### src/rtl/regfile_pkg.sv
`default_nettype none
// ============================================================================
//  Module      : regfile_pkg
//  Description : Shared constants, helpers and types for the register-file
//                busy scoreboard.
//  Revision    : 1.0 - initial release
// ============================================================================
package regfile_pkg;

    // Default register address width and index of the hardwired zero register
    localparam int c_ADDR_WIDTH = 5;
    localparam int c_ZERO_REG   = 0;

    // Number of architectural registers addressed by an aw-bit index
    function automatic int num_regs(input int aw);
        return 1 << aw;
    endfunction

    localparam int c_NUM_REGS = 1 << c_ADDR_WIDTH;

    // Busy vector for the default register file size
    typedef logic [c_NUM_REGS-1:0] busy_vec_t;

endpackage : regfile_pkg
`default_nettype wire

### src/rtl/decoder_onehot.sv
`default_nettype none
// ============================================================================
//  Module      : decoder_onehot
//  Description : Enable-gated binary-to-one-hot decoder. Output 0 can be
//                permanently suppressed for a hardwired zero register.
//  Revision    : 1.0 - initial release
// ============================================================================
module decoder_onehot #(
    parameter int ADDR_WIDTH    = 5,
    parameter int SUPPRESS_ZERO = 1
) (
    input  logic [ADDR_WIDTH-1:0]      i_addr,
    input  logic                       i_en,
    output logic [(1<<ADDR_WIDTH)-1:0] o_onehot
);

    localparam int c_NUM_OUT = 1 << ADDR_WIDTH;

    // One output line per register; line 0 is tied low when suppressed
    for (genvar i = 0; i < c_NUM_OUT; i++) begin : g_bit
        if ((i == 0) && (SUPPRESS_ZERO != 0)) begin : g_zero_off
            assign o_onehot[i] = 1'b0;
        end else begin : g_dec
            assign o_onehot[i] = i_en & (i_addr == ADDR_WIDTH'(i));
        end
    end

endmodule : decoder_onehot
`default_nettype wire

### src/rtl/regfile_scoreboard.sv
`default_nettype none
// ============================================================================
//  Module      : regfile_scoreboard
//  Description : Per-register in-flight write tracker. Issue marks the
//                destination busy, writeback clears it; source lookups and
//                issue acceptance are combinational so decode can stall on
//                RAW and WAW hazards in the same cycle.
//  Revision    : 1.0 - initial release
// ============================================================================
module regfile_scoreboard
    import regfile_pkg::*;
#(
    parameter int ADDR_WIDTH         = c_ADDR_WIDTH,
    parameter int NUM_RD_PORTS       = 2,
    parameter int ZERO_REG_HARDWIRED = 1,
    parameter int WB_BYPASS          = 1
) (
    input  logic                               clock,
    input  logic                               reset_n,
    input  logic                               flush,
    input  logic                               issue_valid,
    input  logic [ADDR_WIDTH-1:0]              issue_rd,
    output logic                               issue_ready,
    input  logic                               wb_valid,
    input  logic [ADDR_WIDTH-1:0]              wb_rd,
    input  logic [NUM_RD_PORTS*ADDR_WIDTH-1:0] src_addr,
    output logic [NUM_RD_PORTS-1:0]            src_busy,
    output logic [(1<<ADDR_WIDTH)-1:0]         busy_vec,
    output logic [ADDR_WIDTH:0]                busy_count,
    output logic                               wb_err
);

    localparam int              NUM_REGS    = num_regs(ADDR_WIDTH);
    localparam logic            c_ZERO_EN   = (ZERO_REG_HARDWIRED != 0);
    localparam logic            c_BYPASS_EN = (WB_BYPASS != 0);
    localparam [ADDR_WIDTH-1:0] c_ZERO_ADDR = ADDR_WIDTH'(c_ZERO_REG);

    logic [NUM_REGS-1:0] r_busy_vec;
    logic [ADDR_WIDTH:0] r_busy_count;
    logic                r_wb_err;

    logic [NUM_REGS-1:0] w_set_mask;
    logic [NUM_REGS-1:0] w_clr_mask;
    logic [NUM_REGS-1:0] w_busy_next;
    logic [ADDR_WIDTH:0] w_count_next;
    logic                w_issue_fire;
    logic                w_issue_busy_eff;
    logic                w_wb_err_next;
    logic                w_count_inc;
    logic                w_count_dec;

    // A destination held by an in-flight write blocks issue unless that
    // write is retiring this very cycle (new producer replaces the old one).
    assign w_issue_busy_eff = r_busy_vec[issue_rd] & ~(wb_valid & (wb_rd == issue_rd));
    assign issue_ready      = ~w_issue_busy_eff & ~flush;
    assign w_issue_fire     = issue_valid & issue_ready;

    decoder_onehot #(
        .ADDR_WIDTH    (ADDR_WIDTH),
        .SUPPRESS_ZERO (ZERO_REG_HARDWIRED)
    ) u_set_dec (
        .i_addr   (issue_rd),
        .i_en     (w_issue_fire),
        .o_onehot (w_set_mask)
    );

    decoder_onehot #(
        .ADDR_WIDTH    (ADDR_WIDTH),
        .SUPPRESS_ZERO (ZERO_REG_HARDWIRED)
    ) u_clr_dec (
        .i_addr   (wb_rd),
        .i_en     (wb_valid),
        .o_onehot (w_clr_mask)
    );

    // Next busy vector and incremental population count; set wins over clear
    always_comb begin
        w_busy_next  = (r_busy_vec & ~w_clr_mask) | w_set_mask;
        // Issue can only hit an already-busy register when that register is
        // being cleared in the same cycle, in which case the count is unchanged.
        w_count_inc  = |(w_set_mask & ~r_busy_vec);
        w_count_dec  = |(w_clr_mask & r_busy_vec & ~w_set_mask);
        w_count_next = r_busy_count
                       + {{ADDR_WIDTH{1'b0}}, w_count_inc}
                       - {{ADDR_WIDTH{1'b0}}, w_count_dec};
    end

    // A writeback to an idle register is a protocol error; the zero
    // register absorbs writes silently when hardwired.
    assign w_wb_err_next = wb_valid & ~r_busy_vec[wb_rd] & ~flush
                           & ~(c_ZERO_EN & (wb_rd == c_ZERO_ADDR));

    // Busy state, count and error pulse; reset beats flush beats normal update
    always_ff @(posedge clock) begin
        if (!reset_n) begin
            r_busy_vec   <= '0;
            r_busy_count <= '0;
            r_wb_err     <= 1'b0;
        end else if (flush) begin
            r_busy_vec   <= '0;
            r_busy_count <= '0;
            r_wb_err     <= 1'b0;
        end else begin
            r_busy_vec   <= w_busy_next;
            r_busy_count <= w_count_next;
            r_wb_err     <= w_wb_err_next;
        end
    end

    // Per-port source lookup with optional same-cycle writeback bypass
    for (genvar i = 0; i < NUM_RD_PORTS; i++) begin : g_src
        logic [ADDR_WIDTH-1:0] w_addr;
        assign w_addr      = src_addr[i*ADDR_WIDTH +: ADDR_WIDTH];
        assign src_busy[i] = r_busy_vec[w_addr]
                             & ~(c_BYPASS_EN & wb_valid & (wb_rd == w_addr))
                             & ~(c_ZERO_EN & (w_addr == c_ZERO_ADDR));
    end

    assign busy_vec   = r_busy_vec;
    assign busy_count = r_busy_count;
    assign wb_err     = r_wb_err;

endmodule : regfile_scoreboard
`default_nettype wire
### config.mk
export PLATFORM = sky130hd
export DESIGN_NAME = regfile_scoreboard
export DESIGN_NICKNAME = d
export VERILOG_FILES = /design/src/rtl/regfile_pkg.sv /design/src/rtl/decoder_onehot.sv /design/src/rtl/regfile_scoreboard.sv
export SDC_FILE = /design/constraint.sdc
export NUM_CORES = 1
export LEC_CHECK = 0
export ABC_CLOCK_PERIOD_IN_PS = 11400
export BUFFER_PORTS_ARGS = -buffer_cell sky130_fd_sc_hd__buf_2
export CAP_MARGIN = 0
export CORE_ASPECT_RATIO = 0.6
export CORE_MARGIN = 1.5
export CORE_UTILIZATION = 45
export CTS_BUF_LIST = sky130_fd_sc_hd__clkbuf_4
export DETAILED_ROUTE_END_ITERATION = 10
export PLACE_DENSITY_LB_ADDON = 0.15
export SLEW_MARGIN = 10
export SYNTH_ARGS = -nofsm -noshare
export SYNTH_HDL_FRONTEND = slang
export SYNTH_SLANG_ARGS = --single-unit
### constraint.sdc
create_clock -name clock -period 11.4 [get_ports clock]
set_input_delay 0.57 -clock clock [delete_from_list [all_inputs] [get_ports clock]]
set_output_delay 0.57 -clock clock [all_outputs]
set_load 0.03 [all_outputs]
* Word-level counts from Yosys, hierarchy flattened
Cells that the tools add are included.
Word-level totals: register bits after elaboration 39, input bits 25, word-level logic and storage cells 181
Operators by class: $lt $le $gt $ge 4, mux-type cells 8, equal/unequal tests 65, reductions and logical operators 6, bitwise logic cells 93, add/subtract/negate cells 2
Operators with widths (number):
- 5-bit == test, second input constant | 32
- 32-bit AND | 4
- 32-bit inverter | 3
- 5-bit by 4-bit == test with 1-bit output, second input constant | 16
- 1-bit AND | 75
- 32-bit OR reduction | 2
- 5-bit by 3-bit == test with 1-bit output, second input constant | 8
- 32-bit bitwise OR | 1
- 5-bit by 6-bit < comparator with 1-bit output, second input constant | 4
- 1-bit binary-select mux with 5-bit select | 4
- 5-bit by 2-bit == test with 1-bit output, second input constant | 4
- 5-bit == test | 3
- 5-bit zero test | 3
- 5-bit by 1-bit == test with 1-bit output, second input constant | 2
- 1-bit inverter | 10
- 6-bit by 1-bit adder with 6-bit output | 1
- 6-bit by 1-bit subtractor with 6-bit output | 1
- 1-bit 2-to-1 mux | 4
- 2-bit OR reduction | 1

* Logic depth before layout (Yosys ltp)
Gate-level depths: netlist of the first run.
depth in word-level cells 12, depth in mapped cells 20, gate-level depth less buffers 17

* Modules after synthesis
Synthesis of the first run repeated with hierarchy kept, for this count alone.
Second synthesis, totals: cell total of the unflattened synthesis 460, area total of the unflattened synthesis 3688.5 sq um
By module, submodules not included:
- regfile_scoreboard | seq. area each 780.7 sq um, area each 3213.1 sq um, times used 1, cells each 364
- decoder_onehot | seq. area each 0.0 sq um, area each 237.7 sq um, times used 2, cells each 48

* Worst setup path before layout of the first run
OpenSTA, ideal clock, no wires.
kind input-to-reg, start point input issue_rd[1], end point register r_busy_count[4] (netlist: busy_count[4]), arrival time 4.326 ns, required time 11.272 ns, setup slack 6.946 ns, library setup time 0.128 ns, stages 18, cells stage by stage buf_6 mux2_1 a211o_1 nor4_2 a211o_1 buf_4 and2_2 nand3_1 a41o_1 or4_1 ha_1 inv_1 ha_1 fa_1 a21o_1 a21oi_1 xor2_1 nor2_1
Between the ends: cells in the longest elaborated chain, start to end 12, elaborated cells between the ends (all ways) 78, classes of those cells 2 x add/sub; 32 x eq/ne; 2 x mux; 40 x bitwise; 2 x reduce/logical
Ends and longest elaborated chain:
- start, declared | line regfile_scoreboard.sv:22 | input logic [ADDR_WIDTH-1:0] issue_rd,
- parallel branches: the longest is 3 deep, another holds 1-bit binary-select mux with 5-bit select
- 1-bit AND * | line regfile_scoreboard.sv:54 | assign w_issue_busy_eff = r_busy_vec[issue_rd] & ~(wb_valid & (wb_rd == issue_rd));
- 1-bit inverter * | line regfile_scoreboard.sv:55 | assign issue_ready = ~w_issue_busy_eff & ~flush;
- 1-bit AND * | line regfile_scoreboard.sv:55
- named net issue_ready | line regfile_scoreboard.sv:23 | output logic issue_ready,
- 1-bit AND * | line regfile_scoreboard.sv:56 | assign w_issue_fire = issue_valid & issue_ready;
- 1-bit AND | line decoder_onehot.sv:24 | assign o_onehot[i] = i_en & (i_addr == ADDR_WIDTH'(i));
- 32-bit AND / 32-bit inverter (equally long branches) | line regfile_scoreboard.sv:81, regfile_scoreboard.sv:82
- 32-bit OR reduction / 32-bit AND (equally long branches) | line regfile_scoreboard.sv:81, regfile_scoreboard.sv:82
- 6-bit by 1-bit adder with 6-bit output / 32-bit OR reduction (equally long branches) | line regfile_scoreboard.sv:84, regfile_scoreboard.sv:82
- 6-bit by 1-bit subtractor with 6-bit output * | line regfile_scoreboard.sv:85 | - {{ADDR_WIDTH{1'b0}}, w_count_dec};
- end signal, assigned | line regfile_scoreboard.sv:105 | r_busy_count <= w_count_next;
- end, declared | line regfile_scoreboard.sv:39 | logic [ADDR_WIDTH:0] r_busy_count;
Mark *: on every way through the listed nets, which the timed path passes. The select of a mux whose other input is x is not followed. A chain may end at the register's enable or synchronous reset.

* Final worst setup path of the first run
start point input issue_rd[0], end point register r_busy_count[4] (netlist: busy_count[4])
Between the ends: cells in the longest elaborated chain, start to end 12, elaborated cells between the ends (all ways) 78, classes of those cells 2 x add/sub; 32 x eq/ne; 2 x mux; 40 x bitwise; 2 x reduce/logical
Ends and longest elaborated chain (line):
- parallel branches: the longest is 11 deep, another holds 6-bit by 1-bit adder with 6-bit output
- 6-bit by 1-bit subtractor with 6-bit output * | regfile_scoreboard.sv:85
Every way passes the cells marked *. The select of a mux whose other input is x is not followed.

==> impl_metrics.yaml, run 1 <==
run_status:
  status: "complete, no violations"
place:
  dp_hpwl_um: 11600
  place_area_mm2: 0.00429
  post-place-ws_ps: 6080
  io_buffers: 65
  gp_congestion: 0.942
clock_network:
  cts_buffer_depth: 2
  cts_setup_buffers: 0
  holdBufCountCts: 0
  htreeDepth: 2
  cts_buffers: 5
  cts_tree: "yes"
  root_buffer: "clkbuf_4"
  clock_sinks: 38
  clkLatencyLatePin_ps: 380
  clk_pin_slew_ps: 130
  cts_resized: 0
route:
  vias_per_cell: 7.00
  drc: 0
  totalWireLength_um: 16100
  num_vias: 4432
  postRouteAntennaNets: 0
  drtPass1Iterations: 7
  drt-initial-drc-count: 613
  avgRoutedWirePerCell_um: 25.4
power_and_ir_drop:
  p_leak_nw: 1.66
  finalPower_w: 0.000308
  peakVddDrop_uv: 38.2
  p_per_area_mw_per_mm2: 70.5
critical_path:
  path_class: "in2reg"
  crit_fanout: 31
  ff2ff_setup_slack_ps: 6630
  crit_path_start: "issue_rd[0]"
  r2r_start: "busy_vec[17]"
  crit_path_end_kind: "flip-flop"
  setup.worst_path.start_class: "input pin"
  cp.required_ps: 11670
  arrival_ps: 5300
finish:
  diodes: 0
  seq_area_um2: 761
  fill_cells: 872
  final_area_mm2: 0.00437
  nets: 552
  layout-drive-gt1-share: 0.236
  multi_input_area_mm2: 0.00302
  syn_to_final_growth_pct: 7.02
floorplan:
  start_util: 0.471
  ios: 67
  dieArea_mm2: 0.00966
  fp.dieW_um: 126
  die_h_um: 76.7
  core.rowCount: 26
  core_mm2: 0.00865
synth:
  ys_types: 70
  async_reset_ff_frac: 0
  synth.cell_area_mm2: 0.00408
  netlist_instances: 491
  ys_top_cells_by_area: "dfxtp_1 19%, mux4_2 14%, a21oi_1 6.1%"
  synth_top_area_share: 0.187
  syn-num-nets: 523
  synth_commonest_cells: "50 x a21oi_1, 40 x nand2_1, 39 x o21ai_0, 38 x dfxtp_1, 32 x nand3_1"
  ys_ff_latch: 38
  ys_seq_area_frac: 0.187
  synth_top_area_cell: "dfxtp_1"
  synth_most_common_cell: "a21oi_1"
  yosys_most_used_dff: "dfxtp_1"
  synth_edf_count: 0
  yosys_warnings: 0
  syn_area_per_cell_um2: 8.31
global_routing:
  grt_pass1_vias: 4063
  grt_max_degree: 36
  grt_pass1_wl_um: 24500
  grt-ovfl-total: 0
  antenna_found_initial: 0
  grtUsageTotal: 0.332
timing:
  rsz0062_at_grt: "false"
  slew_headroom: 0.307
  skew_ps: 12.4
  fin_ws_ps: 6380
  worst_slew_pin_slew_ps: 1030
  finalSetupTns_ps: 0
  slew_violations: 0
  clock.fmax_ghz: 0.199
  fin_crit_ps: 5020
  final.period_utilization: 0.440
  setup_viol: 0
  finalHoldViolCount: 0
min_path:
  hold_path.class: "in2reg"
  hp-start: "reset_n"
run:
  drv_cap: 0
[per-layer routing]
metal,up-vias,routed length [µm],global-route usage
met3,28,1930,0.0858
met1,2142,7360,0.503
li1,1926,-,-
met5,-,0,0
met2,336,6550,0.472
met4,0,244,0.0586
[per-stage QoR]
| stage | utilization | cells | hold slack, ps |
|---|---|---|---|
| 2_1_floorplan | - | 491 | 652 |
| 3_3_place_gp | 0.496 | 625 | 592 |
| 3_5_place_dp | 0.496 | 625 | 597 |
| 4_1_cts | 0.504 | 633 | 522 |
| 5_1_grt | 0.504 | 633 | 548 |
| 6_report | 0.504 | 633 | 527 |
[worst max-delay path, stage by stage]
cell and delay (ps):
buf_2 430, mux4_1 630, a22o_1 260, nor4_2 270, a211o_1 350, and2_2 260
nand3_1 110, a41o_1 350, or4_1 540, ha_1 290, inv_1 40, ha_1 200
fa_1 450, a21o_1 170, a21oi_1 160, xor2_1 160, nor2_1 50
[where the power goes]
| group | internal (W) | switching [W] | leakage (nW) |
|---|---|---|---|
| clock network | 0.0000454 | 0.0000527 | 0.0450 |
| logic | 0.0000234 | 0.0000517 | 1.31 |
| registers | 0.000134 | 0.00000111 | 0.306 |
| total | 0.000202 | 0.000106 | 1.66 |
[sequential cells by signal, summed over array words and instances, names as in the netlist]
| name | count |
|---|---|
| busy_vec | 31 |
| busy_count | 6 |
| wb_err | 1 |
[worst paths after layout]
kind,to,cells after the start
setup / recovery,busy_count[4],17
hold / removal,busy_vec[3],3
setup reg to reg,busy_count[4],16
hold reg to reg,busy_count[0],3
[cell families after synthesis]
logic type      Yosys count  share of synthesized area
flops                    38                      0.187
xor+xnor                 20                     0.0429
simple gates            182                      0.240
fa+ha+maj                 7                     0.0233
buf+inv                  54                     0.0739
compound gates          137                      0.207
other cells               1                   0.000919
mux                      52                      0.225
[layout by cell type, fill, tap and decap left out, types with 4 or more instances in the layout]
cell type,n
and2_1,4
nor2b_1,11
nand2_1,40
a21o_1,4
xnor2_1,9
xor2_1,11
o22ai_1,5
ha_1,6
mux2i_1,9
dfxtp_1,38
nor2_1,29
and4b_1,4
a31oi_1,5
nand4_1,5
mux4_2,26
a21oi_1,50
inv_1,10
nand3_1,32
nand2b_1,9
a22oi_1,6
buf_2,65
clkbuf_4,5
nand3b_1,4
nor3b_1,4
o21ai_0,39
nor3_1,13
mux2_2,11
nor4_1,5
[layout make-up]
cell class	count	area share
clock buffers	5	0.00860
inverters	10	0.00860
flip-flops and latches	38	0.174
repair buffers	66	0.0762
well taps	112	0.0321
multi-input cells	399	0.691
clock inverters	3	0.00917
Power figures use the tool's default switching activity.
==> run 2, diff against run 1 <==
- ABC_CLOCK_PERIOD_IN_PS: 11400 -> 4750
- clock period: 11.4 -> 4.75 ns (I/O delays scaled with it)
==> run 2 against run 1 <==
Critical path depth unchanged. First-iteration DRC count increased by 24%. Clock power grew 85%. Sequential power rose by 140%. Cell area grew 8.3%. Critical endpoint unchanged. Largest power group unchanged.
==> impl_metrics.yaml, run 2 (synthesized netlist as in run 1, its figures left out) <==
clock_network:
  cts_resized: 0
  clkLatencyLatePin_ps: 370
  clock_sinks: 38
  root_buffer: "clkbuf_4"
  cts_buffer_depth: 2
  clk_pin_slew_ps: 140
  cts_tree: "yes"
  cts_setup_buffers: 0
  cts_buffers: 5
  holdBufCountCts: 0
  htreeDepth: 2
power_and_ir_drop:
  p_per_area_mw_per_mm2: 149
  peakVddDrop_uv: 106
  p_leak_nw: 1.92
global_routing:
  grtUsageTotal: 0.351
  grt_pass1_wl_um: 25900
  antenna_found_initial: 0
  use_met3: 0.133
  grt_busiest_layer: "met1"
  grt_max_degree: 24
  use_met1: 0.513
  grt-ovfl-total: 0
  grtUsageMet2: 0.479
  grt_pass1_vias: 4403
timing:
  finalSetupTns_ps: 0
  finalHoldViolCount: 0
  slew_violations: 0
  skew_ps: 17.0
  rsz0062_at_grt: "false"
  setup_viol: 0
  final.period_utilization: 0.963
  slew_headroom: 0.326
  clock.fmax_ghz: 0.219
  fin_ws_ps: 175
  worst_slew_pin_slew_ps: 997
  fin_crit_ps: 4570
route:
  totalWireLength_um: 16800
  drc: 0
  drtPass1Iterations: 11
  vias_per_cell: 6.89
  avgRoutedWirePerCell_um: 24.5
  postRouteAntennaNets: 0
  num_vias: 4721
  drt-initial-drc-count: 763
finish:
  mostFrequentLayoutCells: "65 x buf_2, 52 x buf_4, 50 x a21oi_1, 40 x nand2_1, 39 x o21ai_0"
  layout_commonest_cell: "buf_2"
  largest_reg_flops: 31
  stdcell_count: 685
  syn_to_final_growth_pct: 15.9
  nets: 603
  layout-drive-gt1-share: 0.302
  final_area_mm2: 0.00473
critical_path:
  crit_path_end_kind: "flip-flop"
  crit_chain: "mux4_1, a22o_1, nor4_2, buf_4, o211a_1, nor2_1, nor4_1, nand4_1, or4_1, ha_1, inv_1, ha_1, fa_1, a21o_1, a21oi_1, xor2_1, nor2_1"
  setup.worst_path.start_class: "flip-flop"
  arrival_ps: 4830
  cp.required_ps: 5010
  cp_slowest_cell: "mux4_1"
  slowest_delay_ps: 560
  crit_fanout: 8
  path_class: "reg2reg"
place:
  io_buffers: 65
  place_inst: 676
  place_area_mm2: 0.00467
  dp_hpwl_um: 12800
  post-place-ws_ps: 131
  gp_congestion: 1.04
min_path:
  hold_path.class: "in2reg"
run_status:
  status: "complete, no violations"
floorplan:
  dieArea_mm2: 0.00966
  core.rowCount: 26
  die_h_um: 76.7
  core_mm2: 0.00865
  start_util: 0.471
  ios: 67
  fp.dieW_um: 126
run:
  drv_cap: 0
run 2: worst paths after layout:
| check | start | to | slack, ps | cells past startpoint |
|---|---|---|---|---|
| worst max-delay path | busy_vec[8] | busy_count[4] | 180 | 17 |
| worst min-delay path | wb_valid | wb_err | 270 | 2 |
| worst max register to register | busy_vec[8] | busy_count[4] | 180 | 17 |
| worst min register to register | busy_count[5] | busy_count[5] | 620 | 3 |
run 2: report_power, final:
part | switching (W) | internal, W | total, W
logic | 0.000131 | 0.0000688 | 0.000200
registers | 0.00000146 | 0.000321 | 0.000322
clock network | 0.000120 | 0.0000615 | 0.000181
total | 0.000253 | 0.000451 | 0.000704
run 2: through the flow:
stage,power (W),hold slack (ps),utilization
2_1_floorplan,0.000462,503,-
4_1_cts,0.000700,249,0.546
5_1_grt,0.000735,256,0.546
3_3_place_gp,0.000519,610,0.540
6_report,0.000704,273,0.546
3_5_place_dp,0.000519,589,0.540
run 2: layer usage:
layer	vias up	part of all wire
li1	2023	-
met1	2194	0.43
met2	438	0.39
met5	-	0
met4	0	0.025
met3	66	0.16
run 2: worst max-delay path, delay by kind of cell (launching register included):
| kind | cells | cell delay (ps) |
|---|---|---|
| AOI/OAI and AO/OA | 4 | 780 |
| xor gates and xnor gates | 1 | 160 |
| adders and majority gates | 3 | 930 |
| buffers and inverters | 2 | 210 |
| DFF | 1 | 420 |
| muxes | 1 | 560 |
| and+or+nand+nor | 6 | 1410 |
run 2: cell type report:
cell class	count	area [µm²]
clock buffers	6	45.0
diodes	1	2.50
clock inverters	2	8.76
repair buffers	117	716
fillers	830	3930
inverters	10	37.5
multi-input cells	399	3020
flip-flops and latches	38	761
well taps	112	140
